[src/rtl/acc_seq.sv]
// Burst sequencer for the shared accumulator: takes a job of N operands, steers the
// accumulator load/accumulate controls, tracks unsigned overflow and returns the sum.
//
// state | meaning
// ------+-----------------------------------------------------------
// IDLE  | waiting for a job command (cmd_ready)
// ACCUM | streaming operands into the accumulator (op_ready)
// DRAIN | one cycle for the accumulator register to settle; capture sum
// RESP  | holding the result until the consumer takes it (res_valid)
module acc_seq #(
  parameter int DATA_WIDTH = 32,
  parameter int CNT_WIDTH  = 8
) (
  input  logic                  clk,
  input  logic                  rst,
  input  logic                  cmd_valid,
  output logic                  cmd_ready,
  input  logic [CNT_WIDTH-1:0]  cmd_len,
  input  logic                  op_valid,
  output logic                  op_ready,
  input  logic [DATA_WIDTH-1:0] op_data,
  output logic                  res_valid,
  input  logic                  res_ready,
  output logic [DATA_WIDTH-1:0] res_data,
  output logic                  res_ovf,
  output logic [DATA_WIDTH-1:0] acc_a,
  output logic [DATA_WIDTH-1:0] acc_b,
  output logic                  acc_accumulate,
  output logic                  acc_enable,
  input  logic [DATA_WIDTH-1:0] acc_y
);

  typedef enum logic [1:0] {
    S_IDLE  = 2'd0,
    S_ACCUM = 2'd1,
    S_DRAIN = 2'd2,
    S_RESP  = 2'd3
  } state_t;

  state_t                 state;
  state_t                 state_nxt;
  logic [CNT_WIDTH-1:0]   remaining;
  logic                   first;
  logic                   sticky;
  logic [DATA_WIDTH:0]    sum_ext;
  logic                   carry;
  logic                   cmd_hs;
  logic                   op_hs;
  logic                   res_hs;

  assign cmd_hs = cmd_valid & cmd_ready;
  assign op_hs  = op_valid & op_ready;
  assign res_hs = res_valid & res_ready;

  // Mirror of the accumulator adder so the carry-out is seen without widening it.
  assign sum_ext = {1'b0, acc_a} + {1'b0, (first ? {DATA_WIDTH{1'b0}} : acc_y)};
  assign carry   = sum_ext[DATA_WIDTH];

  always_ff @(posedge clk or posedge rst) begin
    if (rst) begin
      state <= S_IDLE;
    end else begin
      state <= state_nxt;
    end
  end

  always_comb begin
    state_nxt = state;
    case (state)
      S_IDLE: begin
        if (cmd_hs) begin
          state_nxt = (cmd_len != '0) ? S_ACCUM : S_RESP;
        end
      end
      S_ACCUM: begin
        if (op_hs && remaining == CNT_WIDTH'(1)) begin
          state_nxt = S_DRAIN;
        end
      end
      S_DRAIN: state_nxt = S_RESP;
      S_RESP: begin
        if (res_hs) begin
          state_nxt = S_IDLE;
        end
      end
      default: state_nxt = S_IDLE;
    endcase
  end

  // Handshake outputs are forced low while rst is high, independent of state.
  always_comb begin
    cmd_ready      = ~rst & (state == S_IDLE);
    op_ready       = ~rst & (state == S_ACCUM);
    res_valid      = ~rst & (state == S_RESP);
    acc_enable     = op_valid & op_ready;
    acc_accumulate = ~rst & ~first;
    acc_a          = op_data;
    acc_b          = '0;
  end

  always_ff @(posedge clk or posedge rst) begin
    if (rst) begin
      remaining <= '0;
      first     <= 1'b0;
      sticky    <= 1'b0;
      res_data  <= '0;
      res_ovf   <= 1'b0;
    end else begin
      case (state)
        S_IDLE: begin
          if (cmd_hs) begin
            if (cmd_len != '0) begin
              remaining <= cmd_len;
              first     <= 1'b1;
              sticky    <= 1'b0;
            end else begin
              res_data <= '0;
              res_ovf  <= 1'b0;
            end
          end
        end
        S_ACCUM: begin
          if (op_hs) begin
            remaining <= remaining - CNT_WIDTH'(1);
            first     <= 1'b0;
            sticky    <= sticky | carry;
          end
        end
        S_DRAIN: begin
          // Last operand landed in the accumulator at the end of the previous cycle.
          res_data <= acc_y;
          res_ovf  <= sticky;
        end
        default: ;
      endcase
    end
  end

endmodule

[config.mk]
export PLATFORM = sky130hd
export DESIGN_NAME = acc_seq
export DESIGN_NICKNAME = d
export VERILOG_FILES = /design/src/rtl/acc_seq.sv
export SDC_FILE = /design/constraint.sdc
export NUM_CORES = 1
export LEC_CHECK = 0
export CELL_PAD_IN_SITES_DETAIL_PLACEMENT = 1
export CELL_PAD_IN_SITES_GLOBAL_PLACEMENT = 1
export CORE_MARGIN = 2
export CORE_UTILIZATION = 30
export CTS_CLUSTER_DIAMETER = 150
export DETAILED_ROUTE_END_ITERATION = 10
export PLACE_DENSITY = 0.87
export SLEW_MARGIN = 40
export SYNTH_ARGS = -nofsm -noshare
export SYNTH_HDL_FRONTEND = slang
export SYNTH_SLANG_ARGS = --single-unit
[constraint.sdc]
create_clock -name clk -period 4.2 [get_ports clk]
set_clock_uncertainty 0.1 [all_clocks]
set_input_delay 0.84 -clock clk [delete_from_list [all_inputs] [get_ports clk]]
set_output_delay 0.84 -clock clk [all_outputs]
set_load 0.02 [all_outputs]
==> run metrics, run 1 <==
CTS HTree Levels=2; count of port buffers added during placement=approximately 150; total global-route track usage=0.1689; I/O pins=roughly 180; CTS Buf Count=5; RD Place Congestion=0.8137; DP Wirelength=around 8800 um; leftover overflow at the end of global routing=0; startpoint-to-endpoint class of the critical path=primary input to output pin; Core Util, Final=0.4320; total power consumption of the routed design=0.002810 W; wire length on met2=a little under 6000 um; final setup violation count=0; summed negative setup slack over all endpoints=0 ns; DRC violations left=0; share of synthesized cell area in and, or, nand and nor gates=0.2100; Syn Inst Count=426; CP delay by family, top=buffers and inverters; aggregate routed wire length=10890 um; critical path peak fanout=9; Max Transition Viols Final=0; critical path, cell by cell=clkdlybuf4s50_1 > nor2_1 > clkdlybuf4s50_1; period utilisation layout=0.8190; buffer depth of the longest clock path=2; Iter 0 DRT Violations=123; met1 layer wirelength in the final routing=4313 um; top post-synthesis cells by area=sky130_fd_sc_hd__dfrtp_1 31%, sky130_fd_sc_hd__buf_4 13%, sky130_fd_sc_hd__ha_1 13%; largest net degree at the start of global routing=67; area fraction in compound gates after synthesis=0.1549; Post-Synth Adder-Cell Area=0.1326; Peak VDD IR=0.3076 mV; insertion delay to the later sink of the worst-skew pair=0.28 ns; Synth Register Bits=45; Root Driver=sky130_fd_sc_hd__clkbuf_16; most instantiated library cell after synthesis=sky130_fd_sc_hd__nand2_1; wire length of the first global-routing pass=between 15000 and 20000 um; TritonCTS clock tree=built; height of the chip=113.3 um; filler cell count in the final layout=between 1k and 1.5k; Power Dens Cells=562.5 mW/mm2; final instance area=0.004996 mm2; vias after detailed routing=3291; multiplexer share of the synthesized area=0.01396; met3 wire length=between 500 and 600 um; standby leakage power=2.105 nW; DP Area=between 0.004 and 0.005 mm2; maximum clock frequency=a little under 0.3 GHz; worst-margin pin slew=~0.62 ns; biggest cell delay along the critical path=0.69 ns; Worst path slowest cell=sky130_fd_sc_hd__clkdlybuf4s50_1; fraction of synthesized cell area taken by the top area cell type=0.3140; mean area per synthesized cell=between 8 and 9 um2; fraction of the yosys area taken by sequential cells=0.3140; minimum clock period after layout=roughly 3.4 ns; critical path launch point type=primary input; number of warnings issued by yosys=0; antenna-violating nets left=0; # hold bufs at CTS=0; type of the tightest min-delay check=flip-flop to flip-flop; type of element capturing the critical path=output pin; number of global-route vias before repair=3485; via density per instance=4.861; number of enable flip-flop cells after synthesis=0; Buffers & Inverters on Critical Path=2; main combinational cell family by area after synthesis=simple AND/OR/NAND/NOR gates; initial antenna violation count=0; WL/cell=~16 um; Placeable Area=0.01156 mm2; final net count=~650; XOR/XNOR Fraction of Synth Area=0; number of antenna repair diodes=0; area of the mapped netlist=~0.0036 mm2; Pre-antenna DRT Iters=4; Most Frequent Cell on Critical Path=sky130_fd_sc_hd__clkdlybuf4s50_1; number of clock sinks=45; main flop type after synthesis=sky130_fd_sc_hd__dfrtp_1; slack of the worst reg-to-reg path=~1.3 ns; number of hold violations in the final report=0; Post-synth top cells=80 x sky130_fd_sc_hd__nand2_1, 64 x sky130_fd_sc_hd__buf_4, 45 x sky130_fd_sc_hd__dfrtp_1; Initial Utilization=0.3101; Hold WS=between 0.3 and 0.4 ns; floorplan die width=113.3 um; Max Cap Violations=0; clock input transition at the sequential cells of the worst setup and hold paths=0.07 ns; Synth area leader=sky130_fd_sc_hd__dfrtp_1; share of cells above drive strength 1=0.05431; setup repair after global routing missed its margin=false; endpoint arrival time on the critical path=2.50 ns; worst relative slew slack=0.5868; number of standard-cell rows in the floorplan=39; post-CTS repair timing setup buffer count=0; area of the die=0.01284 mm2; result of the run=finished, final reports clean; data required time of the worst path=3.26 ns; Distinct cells, synth=42; synth-to-layout area growth=39.32%; proportion of synthesized flip-flops having asynchronous set or reset=1.000; top routing layer in use=met4; PostCTS Resize Cnt=0
==> kinds of logic after synthesis <==
family,count (synthesis)
flip-flops,45
multiplexers,5
AO/OA/AOI/OAI,91
AND/OR/NAND/NOR,155
adder cells (fa/ha/maj),38
other,1
buffers and inverters,91
==> cell usage in the layout (no fill, tap or decap), drive strengths merged, types with 5 or more instances in the layout <==
cell type and count:
a21oi 21, nor2 15, buf 6, nand3 8
inv 9, nor2b 34, o21ai 47, dfrtp 45
mux2i 5, nand2 80, clkdlybuf4s50 146, ha 38
clkbuf 5, nand4 6, conb 32
==> worst min-delay path: cells and delay by family, from the launching register on <==
family / cells / cell delay, ns
flops: 1 / 0.34
simple gates: 1 / 0.06
compound gates: 1 / 0.05
==> report_power, final <==
group | internal (W) | switching, W | total [W]
Clock | 0.000282 | 0.000176 | 0.000458
Combinational | 0.000675 | 0.000911 | 0.00159
Sequential | 0.000613 | 0.000153 | 0.000766
Total | 0.00157 | 0.00124 | 0.00281
==> path summary, 6_finish.rpt <==
| kind | startpoint | end | cells past startpoint |
|---|---|---|---|
| setup / recovery | rst | cmd_ready | 3 |
| hold / removal | res_data[26] | res_data[26] | 2 |
| setup reg to reg | first | sticky | 8 |
| hold reg to reg | res_data[26] | res_data[26] | 2 |
| max in group asynchronous | rst | res_data[9] | 3 |
| min in group asynchronous | rst | res_data[29] | 3 |
==> per-layer routing <==
layer,up-vias,GRT usage
met5,-,0
li1,1573,-
met3,9,0.02785
met1,1586,0.1902
met2,123,0.3337
met4,0,0.03008
==> sequential cells by signal, summed over array words and instances (netlist names) <==
signal and cells:
first 1, remaining 8, res_data 32, res_ovf 1, state 2, sticky 1
==> area by class of cell <==
cell class              count  area (um2)  area share
clock buffers               5       125.1     0.02504
clock inverters             3       43.79    0.008765
inverters                   8       30.03    0.006011
multi-input cells         321        1973      0.3949
flip-flops and latches     45        1126      0.2254
well taps                 143       178.9     0.03581
repair buffers            152        1519      0.3040
==> metrics by stage <==
step / std cells / setup slack (ns)
CTS: 677 / 0.7518
finish: 677 / 0.7601
floorplan: 457 / 1.550
global route: 677 / 0.6483
detailed placement: 669 / 0.7596
global placement: 669 / 0.8373
Note: power is estimated with default switching activity, not from simulation.
==> run 2, diff against run 1 <==
--- a/config.mk
+++ b/config.mk
@@ -8,10 +8,10 @@
 export CELL_PAD_IN_SITES_DETAIL_PLACEMENT = 1
 export CELL_PAD_IN_SITES_GLOBAL_PLACEMENT = 1
 export CORE_MARGIN = 2
-export CORE_UTILIZATION = 30
+export CORE_UTILIZATION = 26
 export CTS_CLUSTER_DIAMETER = 150
 export DETAILED_ROUTE_END_ITERATION = 10
-export PLACE_DENSITY = 0.87
+export PLACE_DENSITY = 0.81
 export SLEW_MARGIN = 40
 export SYNTH_ARGS = -nofsm -noshare
 export SYNTH_HDL_FRONTEND = slang
==> constraint.sdc (replaced) <==
create_clock -name clk -period 2.8 [get_ports clk]
set_clock_uncertainty 0.1 [all_clocks]
set_input_delay 0.56 -clock clk [delete_from_list [all_inputs] [get_ports clk]]
set_output_delay 0.56 -clock clk [all_outputs]
set_load 0.02 [all_outputs]
==> run metrics, run 2 (synthesized netlist as in run 1, its figures left out) <==
result of the run=finished, final reports clean (unchanged); DRC violations left=0 (unchanged); type of element capturing the critical path=output pin (unchanged); Max Cap Violations=0 (unchanged); standby leakage power=2.160 nW (was 2.105 nW); minimum clock period after layout=~2.6 ns; type of the tightest min-delay check=flip-flop to flip-flop (unchanged); number of cell instances on the worst register-to-register path=8 (unchanged); WL/cell=15.49 um (was 16.09 um); area of the die=0.01475 mm2 (was 0.01284 mm2); TritonCTS clock tree=built (unchanged); CTS HTree Levels=2 (unchanged); start of the worst register-to-register path=first (unchanged); antenna-violating nets left=0 (unchanged); first element of the critical path=rst (unchanged); critical path launch point type=primary input (unchanged); worst relative slew slack=0.5963 (was 0.5868); Buffers & Inverters on Critical Path=2 (unchanged); via density per instance=4.549 (was 4.861); biggest cell delay along the critical path=0.62 ns (was 0.69 ns); startpoint-to-endpoint class of the critical path=primary input to output pin (unchanged); aggregate routed wire length=11120 um (was 10890 um); Setup crit end=acc_enable (was cmd_ready); Placeable Area=0.01335 mm2 (was 0.01156 mm2); largest net degree at the start of global routing=46 (was 67); worst reg2reg path endpoint=sticky (unchanged); commonest cells after routing, fill and taps aside=145 x sky130_fd_sc_hd__clkdlybuf4s50_1, 80 x sky130_fd_sc_hd__nand2_1, 45 x sky130_fd_sc_hd__dfrtp_1, 38 x sky130_fd_sc_hd__ha_1, 34 x sky130_fd_sc_hd__nor2b_1 (was 146 x sky130_fd_sc_hd__clkdlybuf4s50_1, 80 x sky130_fd_sc_hd__nand2_1, 45 x sky130_fd_sc_hd__dfrtp_1, 38 x sky130_fd_sc_hd__ha_1, 34 x sky130_fd_sc_hd__nor2b_1); Initial Utilization=0.2687 (was 0.3101); number of standard-cell rows in the floorplan=42 (was 39); period utilisation layout=0.9430; critical path peak fanout=6 (was 9); share of cells above drive strength 1=0.06642 (was 0.05431); number of clock sinks=45 (unchanged); Peak VDD IR=0.4024 mV (was 0.3076 mV); height of the chip=121.4 um (was 113.3 um); endpoint arrival time on the critical path=1.98 ns (was 2.50 ns); clock input transition at the sequential cells of the worst setup and hold paths=0.06 ns (was 0.07 ns); synth-to-layout area growth=42.36% (was 39.32%); Worst path slowest cell=sky130_fd_sc_hd__clkdlybuf4s50_1 (unchanged); Pre-antenna DRT Iters=4 (unchanged); leftover overflow at the end of global routing=0 (unchanged); data required time of the worst path=2.14 ns (was 3.26 ns); number of global-route vias before repair=3458 (was 3485); slack of the worst reg-to-reg path=0.29 ns (was 1.33 ns); vias after detailed routing=3266 (was 3291); Hold WS=0.3875 ns (was 0.3783 ns); RD Place Congestion=0.7697 (was 0.8137); insertion delay to the later sink of the worst-skew pair=0.29 ns (was 0.28 ns); setup repair after global routing missed its margin=false (unchanged); count of port buffers added during placement=146 (unchanged); number of hold violations in the final report=0 (unchanged); number of flip-flops under the largest register name=32 (unchanged); Iter 0 DRT Violations=101 (was 123); Root Driver=sky130_fd_sc_hd__clkbuf_16 (unchanged); Max Transition Viols Final=0 (unchanged); maximum clock frequency=0.3787 GHz; cell count of the worst hold path=2 (unchanged); Most Frequent Cell on Critical Path=sky130_fd_sc_hd__clkdlybuf4s50_1 (unchanged); leading cell type in the layout, fill and taps excluded=sky130_fd_sc_hd__clkdlybuf4s50_1 (unchanged); final setup violation count=0 (unchanged); final net count=656 (was 648); initial antenna violation count=0 (unchanged); I/O pins=179 (unchanged); number of antenna repair diodes=0 (unchanged); critical path, cell by cell=clkdlybuf4s50_1 > and3b_1 > clkdlybuf4s50_1 (was clkdlybuf4s50_1 > nor2_1 > clkdlybuf4s50_1); DP Wirelength=8894 um (was 8755 um); filler cell count in the final layout=1587 (was 1370); largest register by flop count=res_data (unchanged); worst-margin pin slew=0.6055 ns (was 0.6198 ns); wire length of the first global-routing pass=17490 um (was 17340 um); floorplan die width=121.4 um (was 113.3 um); buffer depth of the longest clock path=2 (unchanged); path length in cells of the critical path=3 (unchanged); CP delay by family, top=buffers and inverters (unchanged); total power consumption of the routed design=0.004257 W (was 0.002810 W); Power Dens Cells=833.8 mW/mm2 (was 562.5 mW/mm2); CTS Buf Count=5 (unchanged); registers with the most flip-flops=res_data x32, remaining x8, state x2 (unchanged); total global-route track usage=0.1491 (was 0.1689)
run 2: cell count changes in the layout (fill, tap and decap cells not counted):
cell / previous run / this run
sky130_fd_sc_hd__buf_4: 5 / 13
sky130_fd_sc_hd__a2111oi_0: 1 / 0
sky130_fd_sc_hd__a2111oi_1: 0 / 1
sky130_fd_sc_hd__clkbuf_1: 0 / 1
sky130_fd_sc_hd__clkbuf_8: 0 / 1
sky130_fd_sc_hd__clkdlybuf4s50_1: 146 / 145
sky130_fd_sc_hd__clkinv_2: 1 / 0
sky130_fd_sc_hd__dlymetal6s2s_1: 0 / 1
sky130_fd_sc_hd__inv_6: 1 / 0
run 2: metrics by stage:
step | cells | worst slack (ns) | util | setup TNS (ns) | area, um2
floorplan | 457 | 0.4298 | - | 0 | 3702
global placement | 710 | -0.1020 | 0.3692 | -0.1020 | 4928
detailed placement | 710 | -0.1291 | 0.3692 | -0.1291 | 4928
CTS | 718 | 0.06726 | 0.3822 | 0 | 5101
global route | 718 | 0.07131 | 0.3825 | 0 | 5105
finish | 718 | 0.1597 | 0.3825 | 0 | 5105
run 2: worst min-delay path by stage:
stage / start / endpoint / slack, ns
final: res_data[10] / res_data[10] / 0.39
after global routing: res_data[17] / res_data[17] / 0.42
after CTS: res_data[16] / res_data[16] / 0.39
after detailed placement: res_data[28] / res_data[28] / 0.37
after global placement: res_data[0] / res_data[0] / 0.37
after floorplan: remaining[7] / remaining[7] / 0.40
run 2: power breakdown:
part	switching [W]	total [W]	internal [W]
registers	0.000197	0.00112	0.000921
logic	0.00139	0.00244	0.00105
clock network	0.000252	0.000699	0.000446
run 2: final cells by class:
type                       instances  area [um2]  area share
clock inverter                     1       30.03    0.005882
clock buffer                       7       142.6     0.02794
multi-input combinational        321        1974      0.3868
tap                              176       220.2     0.04314
sequential                        45        1126      0.2206
inverter                           8       30.03    0.005882
timing repair buffer             160        1582      0.3098
run 2: routing by layer:
metal  global-route usage  share of wire  routed length (um)  vias up
li1                     -              -                   -     1587
met1               0.1751           0.42                4700     1556
met2               0.2841           0.52                5767      112
met3              0.02350          0.051                 563       11
met4              0.03017         0.0084                  93        0
met5                    0              0                   0        -
run 2: tightest hold or removal path, stage by stage, from the launching register on:
cell and delay, ns:
sky130_fd_sc_hd__dfrtp_1 0.34, sky130_fd_sc_hd__nand2_1 0.05, sky130_fd_sc_hd__o21ai_1 0.06
run 2: timing repair:
item / in CTS / in global routing
endpoints found under the setup margin: 0 / 2
hold buffers: 0 / 0
buffers inserted: 0 / 0
gates resized for setup: 0 / 2
